## src/rtl/rnd_sticky_stage.sv

```systemverilog
// rnd_sticky_stage
//   Two-register rounder stage placed after the mask generator. It applies the
//   keep-mask v and the drop-mask w to the shifted significand fs. The results
//   are the retained significand fk, the round bit r and the sticky bit s.
//   Stage 1 pre-reduces the sticky bits into W/G group ORs, and stage 2
//   finishes the reduction. The valid/ready handshake sustains one operand per
//   cycle.
//
// Ports
//   clk, rst_n          clock (rising edge), async active-low reset
//   in_valid/in_ready   upstream handshake
//   fs, v, w            shifted significand, keep-mask, drop-mask
//                       (w is a contiguous run of ones from bit 0, or all zero)
//   tag_in / tag_out    sideband (sign, exponent, rounding mode), delayed
//   out_valid/out_ready downstream handshake
//   fk, r, s            retained significand, round bit, sticky bit
module rnd_sticky_stage #(
  parameter int W     = 64,
  parameter int G     = 16,
  parameter int TAG_W = 16
) (
  input  logic             clk,
  input  logic             rst_n,
  input  logic             in_valid,
  output logic             in_ready,
  input  logic [W-1:0]     fs,
  input  logic [W-1:0]     v,
  input  logic [W-1:0]     w,
  input  logic [TAG_W-1:0] tag_in,
  output logic             out_valid,
  input  logic             out_ready,
  output logic [W-1:0]     fk,
  output logic             r,
  output logic             s,
  output logic [TAG_W-1:0] tag_out
);

  localparam int NG = W / G;

  // stage 1 combinational
  logic [W-1:0]  w_rpos;
  logic [W-1:0]  w_sm;
  logic          w_r1;
  logic [NG-1:0] w_g;
  logic          w_ld1;
  logic          w_ld2;

  // pipeline registers
  logic             r_s1_valid;
  logic             r_s2_valid;
  logic [W-1:0]     r_fk1;
  logic             r_r1;
  logic [NG-1:0]    r_g;
  logic [TAG_W-1:0] r_tag1;
  logic [W-1:0]     r_fk;
  logic             r_r;
  logic             r_s;
  logic [TAG_W-1:0] r_tag;

  // Because w is a contiguous run from bit 0, the round position is its top one.
  // Everything below that position in the run feeds the sticky bit.
  assign w_rpos = w & ~(w >> 1);
  assign w_r1   = |(fs & w_rpos);
  assign w_sm   = fs & (w >> 1);

  for (genvar gi = 0; gi < NG; gi++) begin : g_grp
    assign w_g[gi] = |w_sm[gi*G +: G];
  end

  // Stage 2 frees up when it is empty or is handing off this edge. Stage 1
  // frees up when it is empty or is moving into stage 2.
  assign w_ld2    = r_s1_valid && (!r_s2_valid || out_ready);
  assign in_ready = !r_s1_valid || !r_s2_valid || out_ready;
  assign w_ld1    = in_valid && in_ready;

  always_ff @(posedge clk or negedge rst_n) begin
    if (!rst_n) begin
      r_s1_valid <= 1'b0;
      r_s2_valid <= 1'b0;
    end else begin
      if (w_ld1)      r_s1_valid <= 1'b1;
      else if (w_ld2) r_s1_valid <= 1'b0;

      if (w_ld2)          r_s2_valid <= 1'b1;
      else if (out_ready) r_s2_valid <= 1'b0;
    end
  end

  always_ff @(posedge clk or negedge rst_n) begin
    if (!rst_n) begin
      r_fk1  <= '0;
      r_r1   <= 1'b0;
      r_g    <= '0;
      r_tag1 <= '0;
    end else if (w_ld1) begin
      r_fk1  <= fs & v;
      r_r1   <= w_r1;
      r_g    <= w_g;
      r_tag1 <= tag_in;
    end
  end

  always_ff @(posedge clk or negedge rst_n) begin
    if (!rst_n) begin
      r_fk  <= '0;
      r_r   <= 1'b0;
      r_s   <= 1'b0;
      r_tag <= '0;
    end else if (w_ld2) begin
      r_fk  <= r_fk1;
      r_r   <= r_r1;
      r_s   <= |r_g;
      r_tag <= r_tag1;
    end
  end

  assign out_valid = r_s2_valid;
  assign fk        = r_fk;
  assign r         = r_r;
  assign s         = r_s;
  assign tag_out   = r_tag;

endmodule

```

## config.mk

```make
export PLATFORM = sky130hd
export DESIGN_NAME = rnd_sticky_stage
export DESIGN_NICKNAME = d
export VERILOG_FILES = /design/src/rtl/rnd_sticky_stage.sv
export SDC_FILE = /design/constraint.sdc
export NUM_CORES = 1
export LEC_CHECK = 0
export BUFFER_PORTS_ARGS = -buffer_cell sky130_fd_sc_hd__buf_4
export CORE_MARGIN = 2
export CORE_UTILIZATION = 35
export CTS_CLUSTER_DIAMETER = 150
export DETAILED_ROUTE_END_ITERATION = 12
export SYNTH_ARGS = -nofsm -noshare
export SYNTH_HDL_FRONTEND = slang
export SYNTH_SLANG_ARGS = --single-unit
```

## constraint.sdc

```tcl
create_clock -name clk -period 2.3 [get_ports clk]
set_input_delay 0.115 -clock clk [delete_from_list [all_inputs] [get_ports clk]]
set_output_delay 0.115 -clock clk [all_outputs]
set_load 0.005 [all_outputs]
```

======== Yosys cells after proc, flatten, opt, wreduce, memory -nomap -nowiden ========
Cells that the tools add are included.
cells by class
  multiplexer cells ....................... 4
  bitwise operators ....................... 5
  reductions and logical operators ........ 15
operators by type and width
  kind                   count
  AND 64 bit             3
  AND 64 x 63 -> 64 bit  1
  inverter 63 -> 64 bit  1
  OR reduction 16 bit    4
  OR reduction 64 bit    1
  2-to-1 mux 1 bit       4
  nonzero test 2 bit     2
  OR reduction 4 bit     1
  logical OR 1 bit       3
  logical AND 1 bit      2
  logical NOT 1 bit      2
storage, ports and cells
  register bits ........................... 169
  bits of input ports ..................... 212

======== Logic depth before layout (Yosys ltp) ========
  depth in word-level cells ............... 5
  depth in mapped cells ................... 6
  mapped depth without buffers ............ 5

======== Worst setup path after synthesis ========
OpenSTA, ideal clock, no wires.
  kind .................................... register -> register
  start point ............................. register r_s2_valid, in the netlist out_valid
  end point ............................... register r_r1
  arrival ................................. 1287 ps
  data required time ...................... 2174 ps
  setup slack ............................. 887 ps
  stages on the path, launching flop included .. 6
  period minus slack after synthesis ...... 1413 ps
  cells stage by stage .................... dfrtp_1 > nand3b_4 > nand2_4 > a2111oi_4 > nand2_1 > o32a_1
between the ends
  cells in the longest elaborated chain, start to end .. 4
ends and longest elaborated chain
  what                           RTL line  source
  start: declaration             50        logic r_s2_valid;
  start signal: assignment       79        r_s2_valid <= 1'b0;
  start signal: assignment       84        if (w_ld2) r_s2_valid <= 1'b1;
  start signal: assignment       85        else if (out_ready) r_s2_valid <= 1'b0;
  logical NOT 1 bit              73        assign in_ready = !r_s1_valid || !r_s2_valid || out_ready;
  logical OR 1 bit (2 in a row)  73
  net in_ready                   25        output logic in_ready,
  logical AND 1 bit              74        assign w_ld1 = in_valid && in_ready;
  end signal: assignment         97        r_r1 <= w_r1;
  end: declaration               52        logic r_r1;
The timed path passes the listed nets, and every way through them passes these cells.
A chain may end at the register's enable or synchronous reset.

======== Final worst setup path ========
  start point ............................. input port fs[27]
  end point ............................... register r_r1
between the ends
  cells in the longest elaborated chain, start to end .. 2
ends and longest elaborated chain
  what                 RTL line  source
  start: declaration   26        input logic [W-1:0] fs,
  AND 64 bit           63        assign w_r1 = |(fs & w_rpos);
  OR reduction 64 bit  63
No other way between the ends.

==> results.json <==
{
  "area_delta_synth_final_pct": 63.55,
  "fin_nets": 1305,
  "hold_depth": 3,
  "cts_buffers": 17,
  "critPathMaxFanout": 3,
  "p_leak_uw": 0.005568,
  "clkSinkCount": 169,
  "synth_edf_count": 0,
  "die_h_um": 147.7,
  "period_minus_slack_ns": 1.829,
  "slowest_stage": "nor4_1",
  "crit_buf_inv": 2,
  "p_comb_share_pct": 23.1,
  "die_area_mm2": 0.02181,
  "totalNegativeSetupSlack_ns": 0,
  "timing.final.crit_share_pct": 79.53,
  "worstPathArrival_ns": 2.14,
  "postSynthCellCount": 650,
  "critPathTopFamily": "simple AND/OR/NAND/NOR gates",
  "hold_path_class": "in -> reg",
  "rsz0062_at_grt": "no",
  "cp_common_cell": "nand2_1",
  "post-dp-hpwl_um": 20270,
  "seq_power_share_pct": 43.4,
  "cap_violations": 0,
  "cp.required_ns": 2.61,
  "viasPerCell": 4.954,
  "power.internal_uw": 6081,
  "endpoint_kind": "register",
  "worstRegToRegCells": 5,
  "finClkSkew_ns": 0.02152,
  "cts_hold_buf": 142,
  "peakVddDrop_v": 0.0004559,
  "gp_congestion": 0.9103,
  "synthTopCellsByCount": "nand2_1, dfrtp_1, mux2_2",
  "synth.most_common_cell": "nand2_1",
  "maxSlewHeadroom_pct": 42.24,
  "synth_fp_nets": 862,
  "synth_ff_type": "dfrtp_1",
  "core_area_mm2": 0.02023,
  "hold_violations": 0,
  "avgSynthCellArea_um2": 11.12,
  "num_io_pins": 296,
  "finalMaxSlewViolations": 0,
  "synth_top_area_cell": "dfrtp_1",
  "drive_gt1_share_pct": 39.69,
  "wl_um": 26890,
  "dr.pass1.iters": 5,
  "swShare_pct": 28.15,
  "grt_pass1_wl_um": 40670,
  "die_w_um": 147.7,
  "status": "completed",
  "port_buffers": 295,
  "ctsRootBufferMaster": "clkbuf_16",
  "yosys.area.top_type_share_pct": 58.53,
  "crit_chain": "dlygate4sd3_1, buf_4, nand2_1, o22ai_1, nor4_1, nand2_1, o32a_1",
  "ys.warnings.count": 0,
  "grt_pass1_vias": 7121,
  "tightest_slew_ns": 0.8585,
  "worst_path_largest_cell_delay_ns": 0.74,
  "drtAntennaViolNets": 0,
  "rows": 52,
  "drc_errors": 0,
  "start_util_pct": 35.71,
  "drt_iter0_markers": 346,
  "cts.repair.resized": 0,
  "cp.depth": 7,
  "synth_cell_types": 23,
  "via_count": 6821,
  "htree_levels": 4,
  "post_drt_wl_per_cell_um": 19.53,
  "synthesis.area_mm2": 0.007226,
  "power.density_mw_per_mm2": 716.2,
  "ys_ff_latch": 169,
  "cts.clk_slew.worst_paths_ns": 0.07,
  "antenna_found_initial": 1,
  "cts_setup_buffers": 0,
  "fin_util_pct": 58.40,
  "switchingPower_uw": 2382,
  "overflow": 0,
  "cts_tree": "yes",
  "clk_latency_ns": 0.44,
  "grtUsageTotal_pct": 24.98,
  "ys_seq_area_share_pct": 58.53,
  "fmax_ghz": 0.5467,
  "synth.area.top_cells": "dfrtp_1, mux2_2, nand2_1, o21ai_0, o22ai_1",
  "async_flop_share_pct": 100.0,
  "cts_max_path_buffers": 2,
  "path_class": "in -> reg",
  "grt_max_degree": 67,
  "finalSetupViolCount": 0,
  "crit_path_start_kind": "input pin",
  "clockPowerShare_pct": 33.5
}
state kept, by name (all words and copies together) (netlist names):
| signal | count |
|---|---|
| tag_out | 16 |
| r_g | 4 |
| out_valid | 1 |
| r_tag1 | 16 |
| fk | 64 |
| r | 1 |
| r_r1 | 1 |
| r_fk1 | 64 |
| s | 1 |
| r_s1_valid | 1 |
worst paths after layout:
path,startpoint,endpoint,slack (ns)
max reg2reg,r_s1_valid,r_r1,0.58
min reg2reg,r_fk1[11],r_fk1[11],0.48
min,fs[48],r_fk1[48],0.03
max in group asynchronous,rst_n,r_s1_valid,1.23
min in group asynchronous,rst_n,r_fk1[8],0.24
max,fs[27],r_r1,0.47
stage by stage:
stage	hold WS (ns)	cells	setup slack, ns	power [uW]	cell area [um2]
5_1_grt	0.02489	1376	0.4799	8867	11820
3_3_place_gp	0.1545	1201	0.6143	5465	9799
6_report	0.02530	1377	0.4708	8464	11820
2_1_floorplan	-0.1806	650	0.8873	4354	7226
4_1_cts	0.00009426	1375	0.5886	8535	11810
3_5_place_dp	0.1540	1201	0.5981	5498	9799
cell usage in the layout, fill, tap and decap left out:
master and count:
buf_4 300, nand2_1 187, dfrtp_1 169, dlygate4sd3_1 143, mux2_2 97, o21ai_0 71, o22ai_1 25, a22oi_1 18
clkbuf_16 17, nand3b_1 10, nand3_1 8, nor2_1 7, nor4_1 7, a22o_1 6, a221oi_1 6, inv_6 5
buf_12 5, nand4_1 4, inv_8 4, nand2b_1 3, nand2_4 2, clkinv_8 2, clkinvlp_4 2, diode_2 1
nand3b_4 1, a2111oi_4 1, inv_1 1, o32a_1 1, a222oi_1 1, clkbuf_8 1, clkinv_4 1, buf_6 1
worst reg2reg max path, delay by kind of cell, from the launching register on:
family / cells / cell delay (ns)
AOI/OAI and AO/OA: 2 / 0.76
DFF: 1 / 0.44
and+or+nand+nor: 3 / 0.42
power groups by stage:
stage	Clock [uW]	Combinational, uW	Sequential [uW]
2_1_floorplan	0	647	3710
3_3_place_gp	0	1750	3720
3_5_place_dp	0	1770	3730
4_1_cts	2900	1960	3680
5_1_grt	3020	2120	3740
6_report	2840	1950	3670
area by class of cell:
type                    count  area, um2
fillers                  1784       8417
flip-flops and latches    169       4229
repair buffers            449       3795
multi-input cells         455       2865
clock buffers              18      439.2
well taps                 270      337.8
clock inverters            14      145.1
inverters                   1      3.754
diodes                      1      2.502
cells by family (layout without fill, tap and decap cells):
kind of cell | after synthesis | count (layout) | synth area share, %
simple gates | 229 | 229 | 13.37
flops | 169 | 169 | 58.53
compound gates | 129 | 129 | 11.06
mux | 97 | 97 | 15.12
buf+inv | 26 | 482 | 1.922
other cells | 0 | 1 | 0
routing by layer:
metal  GRT usage [%]  part of all wire [%]
met5               0                     0
met4           9.808                   3.2
met3           7.191                   8.2
met2           39.70                    46
met1           32.38                    42
Power figures use the tool's default switching activity.
